==> config.mk <==
export PLATFORM = sky130hd
export DESIGN_NAME = div_issue_ctrl
export DESIGN_NICKNAME = d
export VERILOG_FILES = /design/src/rtl/div_issue_ctrl.sv
export SDC_FILE = /design/constraint.sdc
export NUM_CORES = 1
export LEC_CHECK = 0
export ABC_AREA = 1
export BUFFER_PORTS_ARGS = -buffer_cell sky130_fd_sc_hd__buf_4
export CAP_MARGIN = 20
export CORE_MARGIN = 10
export CORE_UTILIZATION = 45
export CTS_BUF_LIST = sky130_fd_sc_hd__clkbuf_4 sky130_fd_sc_hd__clkbuf_8
export DETAILED_ROUTE_END_ITERATION = 8
export PLACE_DENSITY = 0.7
export SLEW_MARGIN = 0
export SYNTH_ARGS = -nofsm -noshare
export SYNTH_HDL_FRONTEND = slang
export SYNTH_SLANG_ARGS = --single-unit
==> constraint.sdc <==
create_clock -name clk -period 3.1 [get_ports clk]
set_clock_uncertainty 0.1 [all_clocks]
set_input_delay 0 -clock clk [delete_from_list [all_inputs] [get_ports clk]]
set_output_delay 0 -clock clk [all_outputs]
set_load 0.01 [all_outputs]
==> src/rtl/div_issue_ctrl.sv <==
// div_issue_ctrl: sequential front-end for a combinational divider.
// Operand pairs are buffered in a 2-entry FIFO and driven onto the divider
// inputs. The inputs are held for SETTLE cycles before the quotient is
// registered behind a valid/ready output handshake.
// Optional feature: define DIV_DBZ_EN so that divide-by-zero pairs skip the
// settle window and return an all-ones quotient with out_dbz set.
module div_issue_ctrl #(
  parameter int WIDTH  = 16,
  parameter int SETTLE = 4
) (
  input  logic             clk,
  input  logic             rst,
  input  logic             in_valid,
  output logic             in_ready,
  input  logic [WIDTH-1:0] in_a,
  input  logic [WIDTH-1:0] in_b,
  output logic [WIDTH-1:0] div_a,
  output logic [WIDTH-1:0] div_b,
  input  logic [WIDTH-1:0] div_q,
  output logic             out_valid,
  input  logic             out_ready,
  output logic [WIDTH-1:0] out_q,
  output logic             out_dbz
);

`ifdef DIV_DBZ_EN
  localparam bit DbzEn = 1'b1;
`else
  localparam bit DbzEn = 1'b0;
`endif

  localparam logic [3:0] SettleLast = 4'(SETTLE - 1);

  typedef enum logic [1:0] {
    StIdle,
    StSettle,
    StHold
  } state_e;

  state_e             state_q, state_d;
  logic [3:0]         cnt_q, cnt_d;
  logic [2*WIDTH-1:0] fifoMem_q [2];
  logic               wrPtr_q, rdPtr_q;
  logic [1:0]         count_q;
  logic [WIDTH-1:0]   divA_q, divA_d;
  logic [WIDTH-1:0]   divB_q, divB_d;
  logic [WIDTH-1:0]   outQ_q, outQ_d;
  logic               outDbz_q, outDbz_d;
  logic               outValid_q, outValid_d;
  logic               dbzPend_q, dbzPend_d;

  logic               push;
  logic               pop;
  logic               capture;
  logic               canCapture;
  logic [WIDTH-1:0]   headA;
  logic [WIDTH-1:0]   headB;

  assign in_ready   = (count_q != 2'd2);
  assign push       = in_valid && in_ready;
  assign canCapture = !outValid_q || out_ready;
  assign headA      = fifoMem_q[rdPtr_q][2*WIDTH-1:WIDTH];
  assign headB      = fifoMem_q[rdPtr_q][WIDTH-1:0];

  assign div_a     = divA_q;
  assign div_b     = divB_q;
  assign out_q     = outQ_q;
  assign out_valid = outValid_q;
  assign out_dbz   = outDbz_q;

  // Operand FIFO: pop always reads the older slot, so a push and a pop in
  // the same cycle never collide on the same entry.
  always_ff @(posedge clk or posedge rst) begin
    if (rst) begin
      for (int i = 0; i < 2; i++) begin
        fifoMem_q[i] <= '0;
      end
      wrPtr_q <= 1'b0;
      rdPtr_q <= 1'b0;
      count_q <= 2'd0;
    end else begin
      if (push) begin
        fifoMem_q[wrPtr_q] <= {in_a, in_b};
        wrPtr_q            <= ~wrPtr_q;
      end
      if (pop) begin
        rdPtr_q <= ~rdPtr_q;
      end
      case ({push, pop})
        2'b10:   count_q <= count_q + 2'd1;
        2'b01:   count_q <= count_q - 2'd1;
        default: count_q <= count_q;
      endcase
    end
  end

  // Issue FSM: load operands from IDLE, wait out the settle window, then
  // capture the quotient once the output register is free.
  always_comb begin
    state_d    = state_q;
    cnt_d      = cnt_q;
    divA_d     = divA_q;
    divB_d     = divB_q;
    outQ_d     = outQ_q;
    outDbz_d   = outDbz_q;
    outValid_d = outValid_q && !out_ready;
    dbzPend_d  = dbzPend_q;
    pop        = 1'b0;
    capture    = 1'b0;

    case (state_q)
      StIdle: begin
        if (count_q != 2'd0) begin
          pop    = 1'b1;
          divA_d = headA;
          divB_d = headB;
          cnt_d  = 4'd0;
          if (DbzEn && (headB == '0)) begin
            dbzPend_d = 1'b1;
            state_d   = StHold;
          end else begin
            dbzPend_d = 1'b0;
            state_d   = StSettle;
          end
        end
      end
      StSettle: begin
        if (cnt_q == SettleLast) begin
          if (canCapture) begin
            capture = 1'b1;
            state_d = StIdle;
          end else begin
            state_d = StHold;
          end
        end else begin
          cnt_d = cnt_q + 4'd1;
        end
      end
      StHold: begin
        if (canCapture) begin
          capture = 1'b1;
          state_d = StIdle;
        end
      end
      default: begin
        state_d = StIdle;
      end
    endcase

    if (capture) begin
      outValid_d = 1'b1;
      outQ_d     = dbzPend_q ? {WIDTH{1'b1}} : div_q;
      outDbz_d   = dbzPend_q;
      dbzPend_d  = 1'b0;
    end
  end

  // State, divider operand and result registers.
  always_ff @(posedge clk or posedge rst) begin
    if (rst) begin
      state_q    <= StIdle;
      cnt_q      <= 4'd0;
      divA_q     <= '0;
      divB_q     <= '0;
      outQ_q     <= '0;
      outDbz_q   <= 1'b0;
      outValid_q <= 1'b0;
      dbzPend_q  <= 1'b0;
    end else begin
      state_q    <= state_d;
      cnt_q      <= cnt_d;
      divA_q     <= divA_d;
      divB_q     <= divB_d;
      outQ_q     <= outQ_d;
      outDbz_q   <= outDbz_d;
      outValid_q <= outValid_d;
      dbzPend_q  <= dbzPend_d;
    end
  end

endmodule

### Word level (Yosys, flattened, before mapping)

Index checks and enable logic that the tools add are counted.

* add/subtract/negate cells: 3
* magnitude comparators: 3
* equality and inequality tests: 10
* multiplexer cells: 25
* bitwise operators: 4
* reduce and logical (&&, ||, !) cells: 16

Operators by type and width (number)
* 32-bit two-way mux: 4
* 64-bit bitwise mux: 1
* 32-bit demux with 1-bit select: 1
* 16-bit two-way mux: 1
* 2-bit != test (second input constant): 5
* 2-bit nonzero test: 5
* 1-bit two-way mux: 8
* 2-bit two-way mux: 4
* 4-bit two-way mux: 2
* 4-bit case mux with 2 select lines: 1
* 2-bit case mux with 3 select lines: 1
* 3-bit AND reduction: 2
* 4-bit by 1-bit adder with 4-bit output (second input constant): 1
* 2-bit by 1-bit == test with 1-bit output (second input constant): 2
* 2-bit == test (second input constant): 2
* 4-bit by 2-bit == test with 1-bit output (second input constant): 1
* 2-bit greater-or-equal comparator (second input constant): 2
* 1-bit NOT with 2-bit output: 2
* 2-bit case mux with 2 select lines: 1
* 2-bit AND reduction: 2
* 1-bit logical AND: 3
* 2-bit by 1-bit adder with 2-bit output (second input constant): 1
* 1-bit logical NOT: 2
* 2-bit logical NOT: 1
* other kinds (5): 6

* register bits: 125
* input port bits: 52
* output and inout bits: 51
* word-level logic and storage cells: 74

### Logic depth before layout (Yosys ltp)

Gate-level depths: netlist of run 1.

* depth in word-level cells: 7
* gate-level depth with buffers: 10
* gate-level depth less buffers: 8

### Worst setup path before layout of run 1

No wires, ideal clock.

* kind: register -> register
* start: reg state_q[0]
* end: reg count_q[1]
* setup time: 0.131 ns
* data arrival time: 1.843 ns
* data required time: 2.869 ns
* setup slack: 1.026 ns
* cell stages (with the launch flop): 11
* buffers on the path: 2
* path through: dfrtp_1 -> inv_1 -> ha_1 -> o21ai_0 -> buf_2 -> buf_2 -> inv_1 -> ha_1 -> a21oi_1 -> o21ai_0 -> xor2_1

* word-level cells in the longest chain between the ends: 4
* elaborated cells on any way between the ends: 6
* classes of those cells: 2 x eq/ne; 2 x mux; 2 x reduce/logical

RTL lines
* from (decl): RTL line 40 `state_e state_q, state_d;`
* from (signal assigned): RTL line 161 `state_q <= StIdle;`
* from (signal assigned): RTL line 170 `state_q <= state_d;`
* 2-bit logical NOT (*): RTL line 111 `case (state_q)`
* 1-bit two-way mux (*): RTL line 111
* via pop: RTL line 53 `logic pop;`
* 2-bit by 1-bit == test with 1-bit output or 2-bit == test (tied branches): RTL line 89 `case ({push, pop})`
* 2-bit case mux with 2 select lines or 2-bit nonzero test (tied branches)
* to (signal assigned): RTL line 90 `2'b10: count_q <= count_q + 2'd1;`
* to (signal assigned): RTL line 91 `2'b01: count_q <= count_q - 2'd1;`
* to (signal assigned): RTL line 92 `default: count_q <= count_q;`
* to (decl): RTL line 44 `logic [1:0] count_q;`

Mark *: on every way through the listed nets, which the timed path passes. The rest lies on a longest branch.
A chain may end at the register's enable or synchronous reset.

### Final worst setup path of run 1

* start: reg count_q[0]
* end: reg fifoMem_q[40] (netlist name)

* word-level cells in the longest chain between the ends: 2

RTL lines
* 2-bit != test: RTL line 59 `assign in_ready = (count_q != 2'd2);`
* 1-bit logical AND: RTL line 60 `assign push = in_valid && in_ready;`
* to (signal, indexed assignment): RTL line 83 `fifoMem_q[wrPtr_q] <= {in_a, in_b};`
* to (decl): RTL line 42 `logic [2*WIDTH-1:0] fifoMem_q [2];`

Every way passes these cells.

==> flow_summary.toml, run 1 <==
[yosys]
synth_common_cells = "nand2_1 (156), dfrtp_1 (123), nor2_1 (70)"
yosysSeqAreaShare_pct = 59.1
synth_nets = 626
yosysTopAreaCell = "dfrtp_1"
synth.area.mux_share_pct = 0
synth.top_cell.area_share_pct = 59.1
synth_cell_types = 27
synth_seq_cells = 123
synthXorXnorAreaFrac_pct = 0.673
postSynthCellCount = 568
yosys-top-cells-area = "dfrtp_1 (59%), nand2_1 (11%), nor2_1 (5.0%)"
synth_top_family_by_area = "simple AND/OR/NAND/NOR gates"
ys.flop_type = "dfrtp_1"
avgSynthCellArea_sq_um = 9.17
synth.most_common_cell = "nand2_1"
yosys.area_share.simple_pct = 19.7
synth_fa_ha_area_share_pct = 1.44
postSynth.asyncResetShare_pct = 100
synth_compound_area_share_pct = 12.3
synth_edf_count = 0
ys_warn_count = 0
synthesis.area_sq_um = 5210

[clocking]
max-clock-path-buffers = 2
clk_pin_slew_ps = 70
cts.sinks = 123
clock_latency_ps = 440
cts-htree-levels = 4
cts_tree = "yes"
cts_setup_buffers = 0
ctsResizeCount = 0
cts_buffers = 17
cts_root_buf = "clkbuf_8"
ctsHoldBuffers = 51

[cells_and_area]
nets = 775
drive_gt1_share_pct = 22.9
fillers = 972
area_growth_pct = 34.6

[place]
io_buffers = 101
preCtsSetupSlack_ps = 925
dp_hpwl_mm = 8.25
gp_congestion = 0.844

[run_status]
status = "finished clean"

[floorplanning]
ioPinCount = 103
start_util_pct = 45.8
die_h_um = 128
rows = 39
design.die.area_sq_um = 16300
die_w_um = 128
core_area_sq_um = 11400

[timing]
fmax_mhz = 459
fin_crit_ps = 2180
finalHoldViolations = 0
worstMarginPinSlew_ps = 960
slew_headroom_pct = 36.0
slew_violations = 0
finalCritPeriodShare_pct = 70.3
finalSetupViolCount = 0
rsz0062_at_grt = "false"
setup-tns-final_ps = 0
setup_slack_ps = 921

[setup_path]
ff2ff_path_depth = 7
rr_startpoint = "count_q[0]"
setup.worst_path.start_class = "register"
timing.rr.end = "fifoMem_q[40]"
path_max_fanout = 48
worstSetupPathType = "reg -> reg"
reg2reg_slack_ps = 920
timing.critical_path.required_ps = 3360
crit_end = "fifoMem_q[40]"
end_kind = "register"
worstPathArrival_ps = 2440
worstSetupStartpoint = "count_q[0]"

[route]
routed_wl_mm = 12.6
ant_nets = 0
detail_route.vias_per_cell = 4.84
initialDrtViolationCount = 306
wl_per_cell_um = 14.4
drc_errors = 0
vias = 4226
drtPass1Iterations = 4

[hold_path]
hold_path_class = "in -> async"

[grt]
antenna_found_initial = 1
grt_start_max_net_pins = 66
grt-ovfl-total = 0
grtUsageTotal_pct = 16.2
grt_pass1_wl_mm = 21.7
grt_pass1_vias = 4549

[power]
p_int_mw = 4.47
p_comb_share_pct = 39.2
power.share.clock_pct = 21.6
power_switching_mw = 2.76
vdd_ir_drop_max_v = 0.000465
pwr-share-seq_pct = 39.2
p_per_area_nw_per_um2 = 1030
p_leak_nw = 3.57
swShare_pct = 38.1

[flow_run]
maxCapViolCount = 0
-- power by group through the flow --
stage	Combinational (mW)	Clock (mW)	Sequential (mW)
6_report	2.84	1.56	2.83
5_1_grt	3.25	1.66	2.93
4_1_cts	2.88	1.60	2.83
3_5_place_dp	2.82	0	2.85
3_3_place_gp	2.73	0	2.82
2_1_floorplan	1.74	0	2.89
-- cell families after synthesis --
| kind of cell | Yosys count |
|---|---|
| buffers and inverters | 77 |
| xor gates and xnor gates | 4 |
| AOI/OAI and AO/OA | 100 |
| adders and majority gates | 6 |
| DFF | 123 |
| other | 1 |
| and+or+nand+nor | 257 |
-- worst min path at each step --
stage                     to  slack [ps]  cells past startpoint
detailed placement  div_b[3]          10                      2
finish              div_b[3]         100                      3
floorplan           out_q[0]          40                      2
global route        div_b[3]         120                      3
global placement    div_b[3]           4                      2
CTS                 div_b[3]          90                      3
-- cell type report --
class                   instances  area (sq um)  share of cell area (%)
well taps                     143           179                    2.55
inverters                      46           176                    2.52
clock inverters                14           196                    2.80
diodes                          1          2.50                  0.0357
flip-flops and latches        123          3080                    43.9
multi-input cells             368          1790                    25.6
clock buffers                  18           248                    3.54
repair buffers                161          1340                    19.1
-- cell usage in the layout (no fill, tap or decap) --
master	netlist	routed
a21boi_1	1	1
a21oi_1	1	1
buf_4	1	110
bufinv_16	0	4
clkbuf_8	0	18
clkinv_2	0	2
clkinv_4	0	5
clkinvlp_4	0	4
conb_1	1	1
dfrtp_1	123	123
diode_2	0	1
dlygate4sd3_1	0	51
ha_1	6	6
inv_1	45	44
inv_2	1	1
nand2_1	156	156
nand2_2	2	2
nand2_4	2	2
nand3_1	23	23
nand3_2	1	1
nand4_1	1	1
nor2_1	70	70
o21ai_0	34	33
o21ai_1	17	17
o21ai_2	15	15
o21ai_4	0	1
o31ai_1	32	32
or2_2	1	2
xnor2_1	2	2
xor2_1	2	2
-- per-layer routing --
| metal | track usage (%) | vias to the layer above | share of wire [%] | wire (um) |
|---|---|---|---|---|
| met2 | 26.0 | 97 | 49 | 6120 |
| met3 | 5.46 | 18 | 6.1 | 761 |
| met5 | 0 | - | 0 | 0 |
| li1 | - | 2116 | - | - |
| met1 | 19.6 | 1995 | 44 | 5480 |
| met4 | 6.83 | 0 | 1.6 | 197 |
-- metrics by stage --
step,util [%],instance area (sq um),hold WS [ps],std cells,power (mW)
floorplan,-,5210,44.7,568,4.63
global placement,53.2,6050,4.47,790,5.55
detailed placement,53.2,6050,9.75,790,5.67
CTS,61.6,7010,94.3,873,7.31
global route,61.6,7010,118,874,7.85
finish,61.6,7010,101,874,7.23
-- registers in the layout (all words and copies together), names as in the netlist --
signal     count
wrPtr_q        1
fifoMem_q     64
cnt_q          4
div_a         16
out_valid      1
div_b         16
out_q         16
rdPtr_q        1
count_q        2
state_q        2
-- critical path: stages, from the launching register on --
cell	delay, ps
dfrtp_1	460
inv_2	110
nand2_4	70
nand2_4	60
or2_2	740
buf_4	370
nand2_1	100
o21ai_2	60
Power figures use the tool's default switching activity.
==> inputs of run 2 (changes only) <==
--- a/config.mk
+++ b/config.mk
@@ -12,7 +12,7 @@
 export CORE_UTILIZATION = 45
 export CTS_BUF_LIST = sky130_fd_sc_hd__clkbuf_4 sky130_fd_sc_hd__clkbuf_8
 export DETAILED_ROUTE_END_ITERATION = 8
-export PLACE_DENSITY = 0.7
+export PLACE_DENSITY = 0.67
 export SLEW_MARGIN = 0
 export SYNTH_ARGS = -nofsm -noshare
 export SYNTH_HDL_FRONTEND = slang
==> constraint.sdc (replaced) <==
create_clock -name clk -period 2.2 [get_ports clk]
set_clock_uncertainty 0.1 [all_clocks]
set_input_delay 0 -clock clk [delete_from_list [all_inputs] [get_ports clk]]
set_output_delay 0 -clock clk [all_outputs]
set_load 0.01 [all_outputs]
==> flow_summary.toml, run 2 (synthesis results as in run 1) <==
[clocking]
cts.sinks = 123
cts_root_buf = "clkbuf_8"
clock_latency_ps = 430
ctsResizeCount = 0
cts-htree-levels = 4
clk_pin_slew_ps = 70
cts_tree = "yes"
cts_buffers = 17
max-clock-path-buffers = 2

[grt]
grt_pass1_wl_mm = 21.3
grt_pass1_vias = 4429
grt_start_max_net_pins = 66
grt-ovfl-total = 0
antenna_found_initial = 0
grtUsageTotal_pct = 15.9

[route]
wl_per_cell_um = 14.2
ant_nets = 0
detail_route.vias_per_cell = 4.86
drtPass1Iterations = 5
vias = 4259
drc_errors = 0
routed_wl_mm = 12.5
initialDrtViolationCount = 260

[cells_and_area]
top_register = "fifoMem_q"
fin_util_pct = 61.8
area_growth_pct = 35.0
drive_gt1_share_pct = 23.2
mostFrequentLayoutCells = "nand2_1 (156), dfrtp_1 (123), buf_4 (110)"
nets = 778
num_antenna_cells = 0
final_common_cell = "nand2_1"
fin_cells = 876
largest_reg_flops = 64

[setup_path]
worstSetupStartpoint = "state_q[1]"
worstPathArrival_ps = 2090
path_max_fanout = 17
rr_startpoint = "state_q[1]"
setup.worst_path.start_class = "register"
timing.critical_path.required_ps = 2420
end_kind = "register"
worstSetupPathType = "reg -> reg"

[floorplanning]
start_util_pct = 45.8
rows = 39
design.die.area_sq_um = 16300
core_area_sq_um = 11400
die_h_um = 128
ioPinCount = 103
die_w_um = 128

[timing]
rsz0062_at_grt = "false"
slew_violations = 0
worstMarginPinSlew_ps = 684
finalCritPeriodShare_pct = 85.1
whs_ps = 74.9
fmax_mhz = 534
finalSetupViolCount = 0
setup-tns-final_ps = 0
fin_crit_ps = 1870
finalHoldViolations = 0
slew_headroom_pct = 54.4

[place]
gp_congestion = 0.807
dp_hpwl_mm = 8.16
place_inst = 793
io_buffers = 101

[run_status]
status = "finished clean"

[power]
p_leak_nw = 3.58
p_per_area_nw_per_um2 = 1430
finalPower_mw = 10.0
vdd_ir_drop_max_v = 0.000746

[flow_run]
maxCapViolCount = 0

[hold_path]
hold_path_class = "in -> async"
[run 2: repair_timing]
action / 4_1_cts / 5_1_grt
endpoints found under the hold margin: 208 / 0
setup buffers: 0 / 0
hold buffers: 51 / 0
[run 2: metrics by stage]
| stage | setup slack (ps) | area [sq um] |
|---|---|---|
| after floorplan | 126 | 5210 |
| after global placement | 423 | 6110 |
| after detailed placement | 328 | 6110 |
| after CTS | 325 | 7030 |
| after global routing | 82.7 | 7030 |
| final | 328 | 7030 |
[run 2: cell type report]
class                   count  area, sq um
clock inverters            13          144
inverters                  46          176
repair buffers            164         1400
well taps                 143          179
clock buffers              19          262
fillers                   946         4340
multi-input cells         368         1790
flip-flops and latches    123         3080
[run 2: worst paths after layout]
| kind | slack [ps] | depth (start not counted) | end |
|---|---|---|---|
| worst max-delay path | 330 | 7 | out_q[10] |
| worst min-delay path | 70 | 3 | div_b[4] |
| worst max register to register | 330 | 7 | out_q[10] |
| worst min register to register | 380 | 2 | out_q[15] |
| max in group asynchronous | 1300 | 4 | fifoMem_q[2] |
| min in group clk | 250 | 4 | out_q[1] |
[run 2: power by group]
| part | switching, mW | internal, mW | total (mW) |
|---|---|---|---|
| combinational | 2.29 | 1.71 | 4.01 |
| clock | 0.930 | 1.07 | 2.00 |
| sequential | 0.665 | 3.35 | 4.02 |
[run 2: worst max-delay path, stage by stage (launching register included)]
cell	delay [ps]
dfrtp_1	400
inv_1	110
ha_1	230
nand3_1	160
nand2_2	290
nand2_2	280
nand2_1	140
nand2_1	60
[run 2: routing by layer]
layer	routed length, um	share of wire [%]	GRT usage (%)
met1	5450	44	19.5
met2	6150	49	25.8
met3	731	5.9	5.05
met4	128	1.0	5.83
met5	0	0	0
==> inputs of run 3 (changes only) <==
--- a/config.mk
+++ b/config.mk
@@ -9,10 +9,10 @@
 export BUFFER_PORTS_ARGS = -buffer_cell sky130_fd_sc_hd__buf_4
 export CAP_MARGIN = 20
 export CORE_MARGIN = 10
-export CORE_UTILIZATION = 45
+export CORE_UTILIZATION = 50
 export CTS_BUF_LIST = sky130_fd_sc_hd__clkbuf_4 sky130_fd_sc_hd__clkbuf_8
 export DETAILED_ROUTE_END_ITERATION = 8
-export PLACE_DENSITY = 0.67
+export PLACE_DENSITY = 0.73
 export SLEW_MARGIN = 0
 export SYNTH_ARGS = -nofsm -noshare
 export SYNTH_HDL_FRONTEND = slang
==> flow_summary.toml, run 3 (synthesis results as in run 1) <==
[setup_path]
reg2reg_slack_ps = 400
path_max_fanout = 3
cpMaxStageDelayCell = "dfrtp_1"
end_kind = "register"
worstPathArrival_ps = 1980
critPathBufInv = 2
worst_path_largest_cell_delay_ps = 380
setup.worst_path.start_class = "register"
worstSetupPathType = "reg -> reg"
crit_family = "adder cells"
crit_chain = "inv_1 > ha_1 > o21ai_4 > inv_1 > ha_1 > a21oi_1 > o21ai_0 > xor2_1"
timing.critical_path.required_ps = 2380

[clocking]
clock_latency_ps = 420
cts_tree = "yes"
cts.sinks = 123
ctsHoldBuffers = 51
ctsResizeCount = 0
max-clock-path-buffers = 2
clk_pin_slew_ps = 80
cts_setup_buffers = 0
cts_root_buf = "clkbuf_8"
cts_buffers = 17
cts-htree-levels = 4

[grt]
antenna_found_initial = 0
grtUsageTotal_pct = 17.5
grt_pass1_wl_mm = 21.1
grt_busiest_layer = "met2"
grt_util_met2_pct = 27.5
grt_pass1_vias = 4407
grt_util_met1_pct = 22.2
use_met3_pct = 5.37
grt-ovfl-total = 0
grt_start_max_net_pins = 66

[power]
p_leak_nw = 3.61
vdd_ir_drop_max_v = 0.000813
p_per_area_nw_per_um2 = 1450

[timing]
rsz0062_at_grt = "false"
fmax_mhz = 557
slew_headroom_pct = 55.9
setup-tns-final_ps = 0
finalHoldViolations = 0
finalCritPeriodShare_pct = 81.6
finalSetupViolCount = 0
worstMarginPinSlew_ps = 662
fin_crit_ps = 1800
slew_violations = 0

[route]
wl_per_cell_um = 14.3
routed_wl_mm = 12.5
drc_errors = 0
ant_nets = 0
detail_route.vias_per_cell = 4.91
initialDrtViolationCount = 294
vias = 4276
drtPass1Iterations = 5

[floorplanning]
die_h_um = 122
die_w_um = 122
rows = 37
start_util_pct = 50.9
core_area_sq_um = 10200
design.die.area_sq_um = 14900
ioPinCount = 103

[cells_and_area]
largest_reg_flops = 64
fillers = 788
area_growth_pct = 35.6
drive_gt1_share_pct = 23.3
fin_util_pct = 69.0
final_common_cell = "nand2_1"
num_antenna_cells = 0
top_register = "fifoMem_q"
mostFrequentLayoutCells = "nand2_1 (156), dfrtp_1 (123), buf_4 (111)"
nets = 779

[place]
io_buffers = 101
dp_hpwl_mm = 8.08
gp_congestion = 0.819

[run_status]
status = "finished clean"

[flow_run]
maxCapViolCount = 0

[hold_path]
hold_path_class = "in -> async"
## run 3: cell types whose count changed in the layout (fill, tap and decap cells not counted), sizes merged
cell | previous run | this run
clkbuf | 19 | 21
inv | 46 | 45
buf | 113 | 114
clkinv | 6 | 3
bufinv | 2 | 4
## run 3: path summary, 6_finish.rpt
path,startpoint,to,cells after the start
worst max-delay path,state_q[0],count_q[1],8
max in group asynchronous,rst,div_b[1],4
min in group clk,div_q[5],out_q[5],4
worst max register to register,state_q[0],count_q[1],8
worst min register to register,out_q[0],out_q[0],2
worst min-delay path,rst,fifoMem_q[4],3
## run 3: layout make-up
| cell class | instances | area [sq um] | area share (%) |
|---|---|---|---|
| clock inverters | 11 | 169 | 2.39 |
| flip-flops and latches | 123 | 3080 | 43.6 |
| clock buffers | 21 | 270 | 3.83 |
| well taps | 136 | 170 | 2.41 |
| repair buffers | 165 | 1400 | 19.9 |
| multi-input cells | 368 | 1790 | 25.4 |
| inverters | 46 | 176 | 2.50 |
## run 3: per-stage QoR
| step | hold slack, ps | instance area (sq um) | total power [mW] | cells | worst slack, ps |
|---|---|---|---|---|---|
| 3_5_place_dp | -75.5 | 6110 | 8.05 | 787 | 410 |
| 3_3_place_gp | -81.2 | 6110 | 7.86 | 787 | 466 |
| 6_report | 27.5 | 7060 | 10.2 | 870 | 405 |
| 4_1_cts | 27.3 | 7060 | 10.3 | 870 | 394 |
| 2_1_floorplan | 44.7 | 5210 | 6.53 | 568 | 126 |
| 5_1_grt | 62.3 | 7060 | 11.1 | 870 | 256 |
## run 3: where the power goes
group | internal (mW) | leakage [nW] | switching (mW)
clock | 1.30 | 0.212 | 0.859
sequential | 3.36 | 1.52 | 0.651
combinational | 1.74 | 1.87 | 2.32
total | 6.39 | 3.61 | 3.83
## run 3: layer usage
metal / routed length [um] / vias to the layer above / share of wire [%]
met4: 202 / 0 / 1.6
met3: 739 / 17 / 5.9
met1: 5380 / 2017 / 43
li1: - / 2118 / -
met2: 6160 / 124 / 49
met5: 0 / - / 0
## run 3: worst register-to-register path, stage by stage (launching register included)
cell and delay, ps:
dfrtp_1 380, inv_1 90, ha_1 260, o21ai_4 80, inv_1 50, ha_1 320, a21oi_1 120, o21ai_0 120
xor2_1 160
